## src/rtl/soc_tracker.sv

```systemverilog
// soc_tracker: Coulomb-counting state-of-charge tracker for a four-cell pack.
// Integrates per-cell IEEE-754 currents into Q1.23 SOC registers and publishes
// SOC back as IEEE-754 singles. One float-to-fixed converter is shared across
// the four channels, sequenced by an IDLE/UPD/PACK FSM.
//
// Ports:
//   clk, rst            clock, synchronous active-high reset
//   in_valid, in_ready  sample handshake for i1..i4 (IEEE-754, + = discharge)
//   ld_valid, ld_sel,   direct SOC load (Q1.23, clamped to 1.0), priority
//   ld_soc              over samples
//   soc1..soc4          registered IEEE-754 SOC
//   out_valid           one-cycle pulse when soc1..soc4 refresh
//   low_alarm[3:0]      per-cell SOC < LOW_THRESH, only when
//                       SOC_TRACKER_LOW_ALARM_EN is defined
module soc_tracker #(
  parameter int unsigned GAIN_SHIFT = 8,
  parameter logic [23:0] INIT_SOC   = 24'h800000
`ifdef SOC_TRACKER_LOW_ALARM_EN
  ,
  parameter logic [23:0] LOW_THRESH = 24'h0CCCCD
`endif
) (
  input  logic        clk,
  input  logic        rst,
  input  logic        in_valid,
  output logic        in_ready,
  input  logic [31:0] i1,
  input  logic [31:0] i2,
  input  logic [31:0] i3,
  input  logic [31:0] i4,
  input  logic        ld_valid,
  input  logic [1:0]  ld_sel,
  input  logic [23:0] ld_soc,
  output logic [31:0] soc1,
  output logic [31:0] soc2,
  output logic [31:0] soc3,
  output logic [31:0] soc4,
  output logic        out_valid
`ifdef SOC_TRACKER_LOW_ALARM_EN
  ,
  output logic [3:0]  low_alarm
`endif
);

  localparam logic [23:0] SOC_FULL = 24'h800000;

  typedef enum logic [1:0] {IDLE, UPD, PACK} state_t;

  state_t      state_q, state_d;
  logic [1:0]  k_q, k_d;
  logic [31:0] cur_q [4];
  logic [31:0] cur_d [4];
  logic [23:0] soc_q [4];
  logic [23:0] soc_d [4];
  logic [31:0] pub_q [4];
  logic [31:0] pub_d [4];
  logic        out_valid_q, out_valid_d;
`ifdef SOC_TRACKER_LOW_ALARM_EN
  logic [3:0]  alarm_q, alarm_d;
`endif

  // IEEE-754 single to signed Q15.16, truncating toward zero.
  function automatic logic signed [31:0] f2fix(input logic [31:0] f);
    logic [7:0]  e;
    logic [23:0] man;
    logic [31:0] mag;
    e   = f[30:23];
    man = {1'b1, f[22:0]};
    if (e == 8'd0)
      mag = '0;
    else if (e == 8'd255)
      mag = (f[22:0] != '0) ? '0 : 32'h7FFF_FFFF;
    else if (e >= 8'd142)
      mag = 32'h7FFF_FFFF;
    else if (e >= 8'd134)
      mag = {8'd0, man} << (e - 8'd134);
    else if (e > 8'd110)
      mag = {8'd0, man} >> (8'd134 - e);
    else
      mag = '0;
    return f[31] ? $signed(-mag) : $signed(mag);
  endfunction

  // Discharge-positive integration step, clamped to [0, 1.0].
  function automatic logic [23:0] soc_step(input logic [23:0] soc,
                                           input logic signed [31:0] fix);
    logic signed [32:0] delta;
    logic signed [33:0] nxt;
    delta = $signed({fix[31], fix}) >>> GAIN_SHIFT;
    nxt   = $signed({10'd0, soc}) - $signed({delta[32], delta});
    if (nxt < 34'sd0)
      return '0;
    else if (nxt > $signed({10'd0, SOC_FULL}))
      return SOC_FULL;
    else
      return nxt[23:0];
  endfunction

  // Q1.23 to IEEE-754 single; exact since the value has at most 24 significant bits.
  function automatic logic [31:0] fix2f(input logic [23:0] s);
    logic [4:0]  p;
    logic [23:0] al;
    logic [7:0]  ex;
    p = '0;
    for (int unsigned i = 0; i < 24; i++)
      if (s[i]) p = i[4:0];
    al = s << (5'd23 - p);
    ex = 8'd104 + {3'd0, p};
    if (s == '0)
      return '0;
    return {1'b0, ex, al[22:0]};
  endfunction

  assign in_ready  = (state_q == IDLE) && !ld_valid;
  assign soc1      = pub_q[0];
  assign soc2      = pub_q[1];
  assign soc3      = pub_q[2];
  assign soc4      = pub_q[3];
  assign out_valid = out_valid_q;
`ifdef SOC_TRACKER_LOW_ALARM_EN
  assign low_alarm = alarm_q;
`endif

  always_comb begin
    state_d     = state_q;
    k_d         = k_q;
    cur_d       = cur_q;
    soc_d       = soc_q;
    pub_d       = pub_q;
    out_valid_d = 1'b0;
`ifdef SOC_TRACKER_LOW_ALARM_EN
    alarm_d     = alarm_q;
`endif
    unique case (state_q)
      IDLE: begin
        if (ld_valid) begin
          soc_d[ld_sel] = (ld_soc > SOC_FULL) ? SOC_FULL : ld_soc;
          state_d       = PACK;
        end else if (in_valid) begin
          cur_d[0] = i1;
          cur_d[1] = i2;
          cur_d[2] = i3;
          cur_d[3] = i4;
          k_d      = '0;
          state_d  = UPD;
        end
      end
      UPD: begin
        soc_d[k_q] = soc_step(soc_q[k_q], f2fix(cur_q[k_q]));
        k_d        = k_q + 2'd1;
        if (k_q == 2'd3)
          state_d = PACK;
      end
      PACK: begin
        for (int unsigned n = 0; n < 4; n++) begin
          pub_d[n] = fix2f(soc_q[n]);
`ifdef SOC_TRACKER_LOW_ALARM_EN
          alarm_d[n] = (soc_q[n] < LOW_THRESH);
`endif
        end
        out_valid_d = 1'b1;
        state_d     = IDLE;
      end
      default: state_d = IDLE;
    endcase
  end

  always_ff @(posedge clk) begin
    if (rst) begin
      state_q     <= IDLE;
      k_q         <= '0;
      out_valid_q <= 1'b0;
      for (int unsigned n = 0; n < 4; n++) begin
        cur_q[n] <= '0;
        soc_q[n] <= INIT_SOC;
        pub_q[n] <= fix2f(INIT_SOC);
      end
`ifdef SOC_TRACKER_LOW_ALARM_EN
      alarm_q     <= '0;
`endif
    end else begin
      state_q     <= state_d;
      k_q         <= k_d;
      out_valid_q <= out_valid_d;
      cur_q       <= cur_d;
      soc_q       <= soc_d;
      pub_q       <= pub_d;
`ifdef SOC_TRACKER_LOW_ALARM_EN
      alarm_q     <= alarm_d;
`endif
    end
  end

endmodule
```

## config.mk

```make
export PLATFORM = sky130hd
export DESIGN_NAME = soc_tracker
export DESIGN_NICKNAME = d
export VERILOG_FILES = /design/src/rtl/soc_tracker.sv
export SDC_FILE = /design/constraint.sdc
export NUM_CORES = 1
export LEC_CHECK = 0
export CORE_ASPECT_RATIO = 0.7
export CORE_UTILIZATION = 52
export DETAILED_ROUTE_END_ITERATION = 10
export PLACE_DENSITY = 0.78
export SYNTH_ARGS = -nofsm -noshare
export SYNTH_HDL_FRONTEND = slang
export SYNTH_SLANG_ARGS = --single-unit
```

## constraint.sdc

```tcl
create_clock -name clk -period 8 [get_ports clk]
set_input_delay 2.4 -clock clk [delete_from_list [all_inputs] [get_ports clk]]
set_output_delay 2.4 -clock clk [all_outputs]
set_load 0.05 [all_outputs]
```

== Yosys cells after proc, flatten, opt, wreduce, memory -nomap -nowiden ==
Cells that the tools add are included.
Storage, ports and cells
  flip-flop bits (word level): 357
  word-level logic and storage cells: 218
  output and inout bits: 130
  input port bits: 158
Cells by class
  bitwise operators: 3
  reduce and logical (&&, ||, !) cells: 16
  order comparisons: 10
  add/subtract/negate cells: 13
  shifts and indexed selects: 6
  mux-type cells: 146
  equal/unequal tests: 9
Operator list (number)
  $mux W32: 17
  $mux W5: 92
  $bwmux W96: 2
  $mux W24: 8
  $pmux W96 S2: 1
  $demux W24 S2: 2
  $logic_not A24 Y1: 4
  $mux W96: 1
  $shl A24 B5 Y23: 4
  $bmux W32 S2: 1
  $bmux W24 S2: 1
  $add A7 B5 Y8 const A: 4
  $neg A32 Y32: 1
  $shl A24 B8 Y32: 1
  $shr A24 B8 Y32: 1
  $mux W31: 1
  $gt A26 B25 Y1 const B: 1
  $lt A26 B1 Y1 const B: 1
  $sub A25 B24 Y26: 1
  $gt A24 B24 Y1 const B: 1
  $reduce_bool A23 Y1: 1
  $sub A5 B5 Y5 const A: 4
  $ge A8 B8 Y1 const B: 2
  $mux W1: 13
  other kinds (22): 38

== Depth between registers and ports, before layout ==
  depth after elaboration: 27
  mapped depth: 39
  depth with buffers taken out: 31

== Least setup slack after synthesis ==
OpenSTA, ideal clock, no wires.
  kind: register to register
  start: reg k_q[1]
  end: reg soc_q[28] (netlist name)
  required time: 7.914 ns
  path buffers: 7
  stages on the path, launching flop included: 37
  library setup time: 0.086 ns
  arrival: 8.025 ns
  slack: -0.110 ns
  period minus slack after synthesis: 8.110 ns
  path through: dfxtp_1 -> buf_2 -> mux2i_1 -> mux2_2 -> inv_1 -> clkbuf_1 -> buf_1 -> ha_1 -> buf_1 -> nand2_1 -> o221ai_2 -> xor2_1 -> buf_2 -> mux2i_1 -> a21oi_1 -> nor3_1 -> a41o_1 -> buf_6 -> nand3_1 -> nor2b_1 -> a21oi_1 -> xnor2_1 -> ha_1 -> or3_1 -> a31oi_1 -> nor2b_1 -> and3_1 -> o21ai_1 -> o21ai_0 -> a31oi_1 -> xnor2_1 -> nand4_1 -> clkbuf_1 -> a2111oi_0 -> mux2_2 -> nor2_4 -> a211oi_1
On the way
  cells in the longest elaborated chain, start to end: 21
  elaborated cells between the ends (all ways): 39
  those cells by class: add/sub: 4; order compare: 7; eq/ne: 1; shift: 2; mux: 21; bitwise: 1; reduce/logical: 3
Ends and longest elaborated chain
  start: declaration: line 50  | logic [1:0] k_q, k_d;
  start signal: assignment: line 183  | k_q <= k_d;
  $not A2 Y3 (not written as such) (*): line 149  | soc_d[k_q] = soc_step(soc_q[k_q], f2fix(cur_q[k_q]));
  $bmux W32 S2: line 149
  $mux W32 (not written as such) (2 in series): line 149
  $sub A8 B8 Y8: line 78  | mag = {8'd0, man} >> (8'd134 - e);
  $shr A24 B8 Y32: line 78
  $mux W32: line 77  | else if (e > 8'd110)
  $mux W32: line 75  | else if (e >= 8'd134)
  $mux W32: line 73  | else if (e >= 8'd142)
  [... 4 more ...]
  $mux W32: line 81  | return f[31] ? $signed(-mag) : $signed(mag);
  $sub A25 B24 Y26: line 90  | nxt = $signed({10'd0, soc}) - $signed({delta[32], delta});
  $gt A26 B25 Y1: line 93  | else if (nxt > $signed({10'd0, SOC_FULL}))
  $mux W24: line 93
  $mux W24: line 91  | if (nxt < 34'sd0)
  $mux W24: line 134  | unique case (state_q)
  $bwmux W96 (*): line 149
  $pmux W96 S2 (*): line 134
  end signal: indexed assignment: line 175  | soc_q[n] <= INIT_SOC;
  end signal: assignment: line 186  | soc_q <= soc_d;
  end: declaration: line 53  | logic [23:0] soc_q [4];
Mark *: on every way between the ends. The rest lies on a longest branch, timed or not. The select of a mux whose other input is x is not followed.
A chain may end at the register's enable or synchronous reset.

== Worst setup path after layout ==
  start: reg k_q[0]
  end: reg soc_q[79] (netlist name)
Same word-level chain as after synthesis.

==> results.json <==
{
  "hp-start": "soc3[14]",
  "hold_violations": 0,
  "fin_cells": 4113,
  "clock_latency_ns": 0.59,
  "fp.dieW_um": 267,
  "cp_data_required_time_ns": 8.48,
  "cp-start-kind": "flop",
  "drive_gt1_frac": 0.116,
  "track_usage": 0.404,
  "cp_common_cell": "buf_4",
  "ant_nets": 0,
  "fin_util": 0.635,
  "switching_share": 0.418,
  "max_cap_viol_count": 0,
  "finalCriticalPeriod_ns": 7.76,
  "synth_cells": 3259,
  "path_max_fanout": 21,
  "fp.dieH_um": 187,
  "vias_per_cell": 6.82,
  "met2_length_um": 41100,
  "min_path_type": "reg -> reg",
  "grt_pass1_vias": 25800,
  "timing.final.crit_share": 0.970,
  "synth.distinct_cells": 101,
  "pwr-share-seq": 0.282,
  "max_slew_margin": 0.144,
  "p_clk_frac": 0.278,
  "p_leak_nw": 11.3,
  "synth_top_area_cell": "dfxtp_1",
  "vdd_ir_drop_max_uv": 218,
  "cts_tree": "built",
  "fin_hold_ws_ns": 0.452,
  "design_area_sq_mm": 0.0306,
  "rrSetupSlack_ns": 0.24,
  "yosys-top-cells-area": "dfxtp_1 (27%), a21oi_1 (7.0%), mux4_2 (7.0%)",
  "rows": 67,
  "synth_top_area_share": 0.273,
  "cp_slowest_cell": "mux4_2",
  "power_mw": 6.94,
  "drc_errors": 0,
  "synth.avg_cell_area_sq_um": 7.84,
  "dpl.cell_count": 4031,
  "reg2reg_from": "k_q[0]",
  "synth_warnings": 0,
  "portBuffers": 283,
  "num_vias": 28000,
  "io_pins": 288,
  "post-route-worst-setup-slack_ns": 0.241,
  "combPwrFrac": 0.440,
  "critical_path_class": "reg -> reg",
  "start_util": 0.530,
  "setup_viol": 0,
  "core_sq_mm": 0.0482,
  "area_delta_synth_final_pct": 19.8,
  "numCtsBuffers": 37,
  "top_layer_used": "met5",
  "critPathLaunch": "k_q[0]",
  "dp_hpwl_um": 78100,
  "wl_met1_um": 44800,
  "placed_area_sq_mm": 0.0289,
  "pwr_density_cell_mw_per_mm2": 227,
  "cts_hold_buf": 0,
  "layout_common_cells": "nand2_1 (470), a21oi_1 (351), dfxtp_1 (347)",
  "skew_ns": 0.0235,
  "overflow": 0,
  "root_buffer": "clkbuf_16",
  "internal_power_mw": 4.04,
  "htreeDepth": 2,
  "switchingPower_mw": 2.90,
  "drt_iter0_markers": 4235,
  "synth-edff-count": 0,
  "met3_length_um": 16300,
  "gp_congestion": 1.05,
  "synth_area_sq_mm": 0.0255,
  "grt_max_degree": 132,
  "drt_pass1_iterations": 7,
  "finalNetCount": 3628,
  "cp_slowest_stage_delay_ns": 0.54,
  "synth_ff_type": "dfxtp_1",
  "post-place-ws_ns": -0.172,
  "cts_buffer_depth": 3,
  "grt_pass1_wl_um": 157000,
  "worst_pin_slew_ns": 1.27,
  "setup_tns_ns": 0,
  "die_area_sq_mm": 0.0500,
  "cts_sinks": 349,
  "wl_per_cell_um": 25.3,
  "status": "completed",
  "path_clk_slew_ns": 0.07,
  "antenna_found_initial": 3,
  "yosysSeqAreaShare": 0.273,
  "wl_um": 104000,
  "async_flop_share": 0,
  "endpoint_kind": "flop",
  "final_common_cell": "nand2_1",
  "crit_arrival_ns": 8.24,
  "ys_ff_latch": 349,
  "slew_violations": 0,
  "fmax_mhz": 129
}
## layer usage
layer,global-route usage,vias to the layer above
met5,0.00869,-
met4,0.0798,4
met3,0.150,180
met2,0.548,1889
met1,0.601,13500
li1,-,12500
## kinds of logic (layout without fill, tap and decap cells)
group	after synthesis	in the layout	synth area share
adder cells (fa/ha/maj)	40	40	0.0199
AND/OR/NAND/NOR	1114	1114	0.201
flip-flops	349	349	0.273
other	1	7	0.000147
XOR/XNOR	48	48	0.0175
multiplexers	298	298	0.160
AO/OA/AOI/OAI	1074	1074	0.273
buffers and inverters	335	528	0.0553
## critical path, delay by kind of cell, from the launching register on
kind	cells	cell delay [ns]
and+or+nand+nor	11	2.70
xor gates and xnor gates	2	0.47
muxes	2	0.80
AOI/OAI and AO/OA	8	2.01
adders and majority gates	2	0.61
buffers and inverters	3	0.61
DFF	1	0.42
## power groups by stage
stage | Sequential [mW] | Clock [mW] | Combinational (mW)
after global routing | 1.96 | 2.01 | 3.20
after global placement | 1.98 | 0 | 2.80
after detailed placement | 1.98 | 0 | 2.84
after floorplan | 2.00 | 0 | 1.82
after CTS | 1.94 | 1.94 | 2.87
final | 1.95 | 1.93 | 3.05
## worst paths after layout
path,end,cells past startpoint
worst min-delay path,soc3[14],2
worst max-delay path,soc_q[79],28
worst max register to register,soc_q[79],28
worst min register to register,soc3[14],2
## cells in the mapped netlist (23+ instances only)
cell type and number:
a31oi_1 24, clkbuf_1 200, buf_1 24, o221ai_1 28, mux4_2 79, inv_1 67, ha_1 39, dfxtp_1 349
a22oi_1 100, mux2_2 63, o21ai_0 149, mux2i_1 151, nand2b_1 31, a211oi_1 54, nand2_1 471, nor3_1 77
xnor2_1 23, nand3_1 105, o21ai_1 51, a21oi_1 356, xor2_1 23, nor2b_1 43, nor4_1 42, nor2_1 215
o22ai_1 30, and2_1 36
## area by class of cell
cell class              count  area (sq um)
clock buffers              44          1000
fillers                  4167         17600
multi-input cells        2578         17400
clock inverters            20           340
flip-flops and latches    349          6990
repair buffers            394          3750
diodes                      3          7.51
well taps                 655           820
inverters                  70           263
## what timing repair did
item | 4_1_cts | 5_1_grt
resized for setup | 4 | 50
setup endpoints to repair | 28 | 96
pin swaps | 0 | 4
setup buffers | 3 | 12
## sequential cells by signal, indices dropped and copies added, names as in the netlist
register	flops
soc2	30
soc4	30
soc1	30
soc3	30
soc_q	96
out_valid	1
k_q	2
cur_q	128
state_q	2
Note: power is estimated with default switching activity, not from simulation.
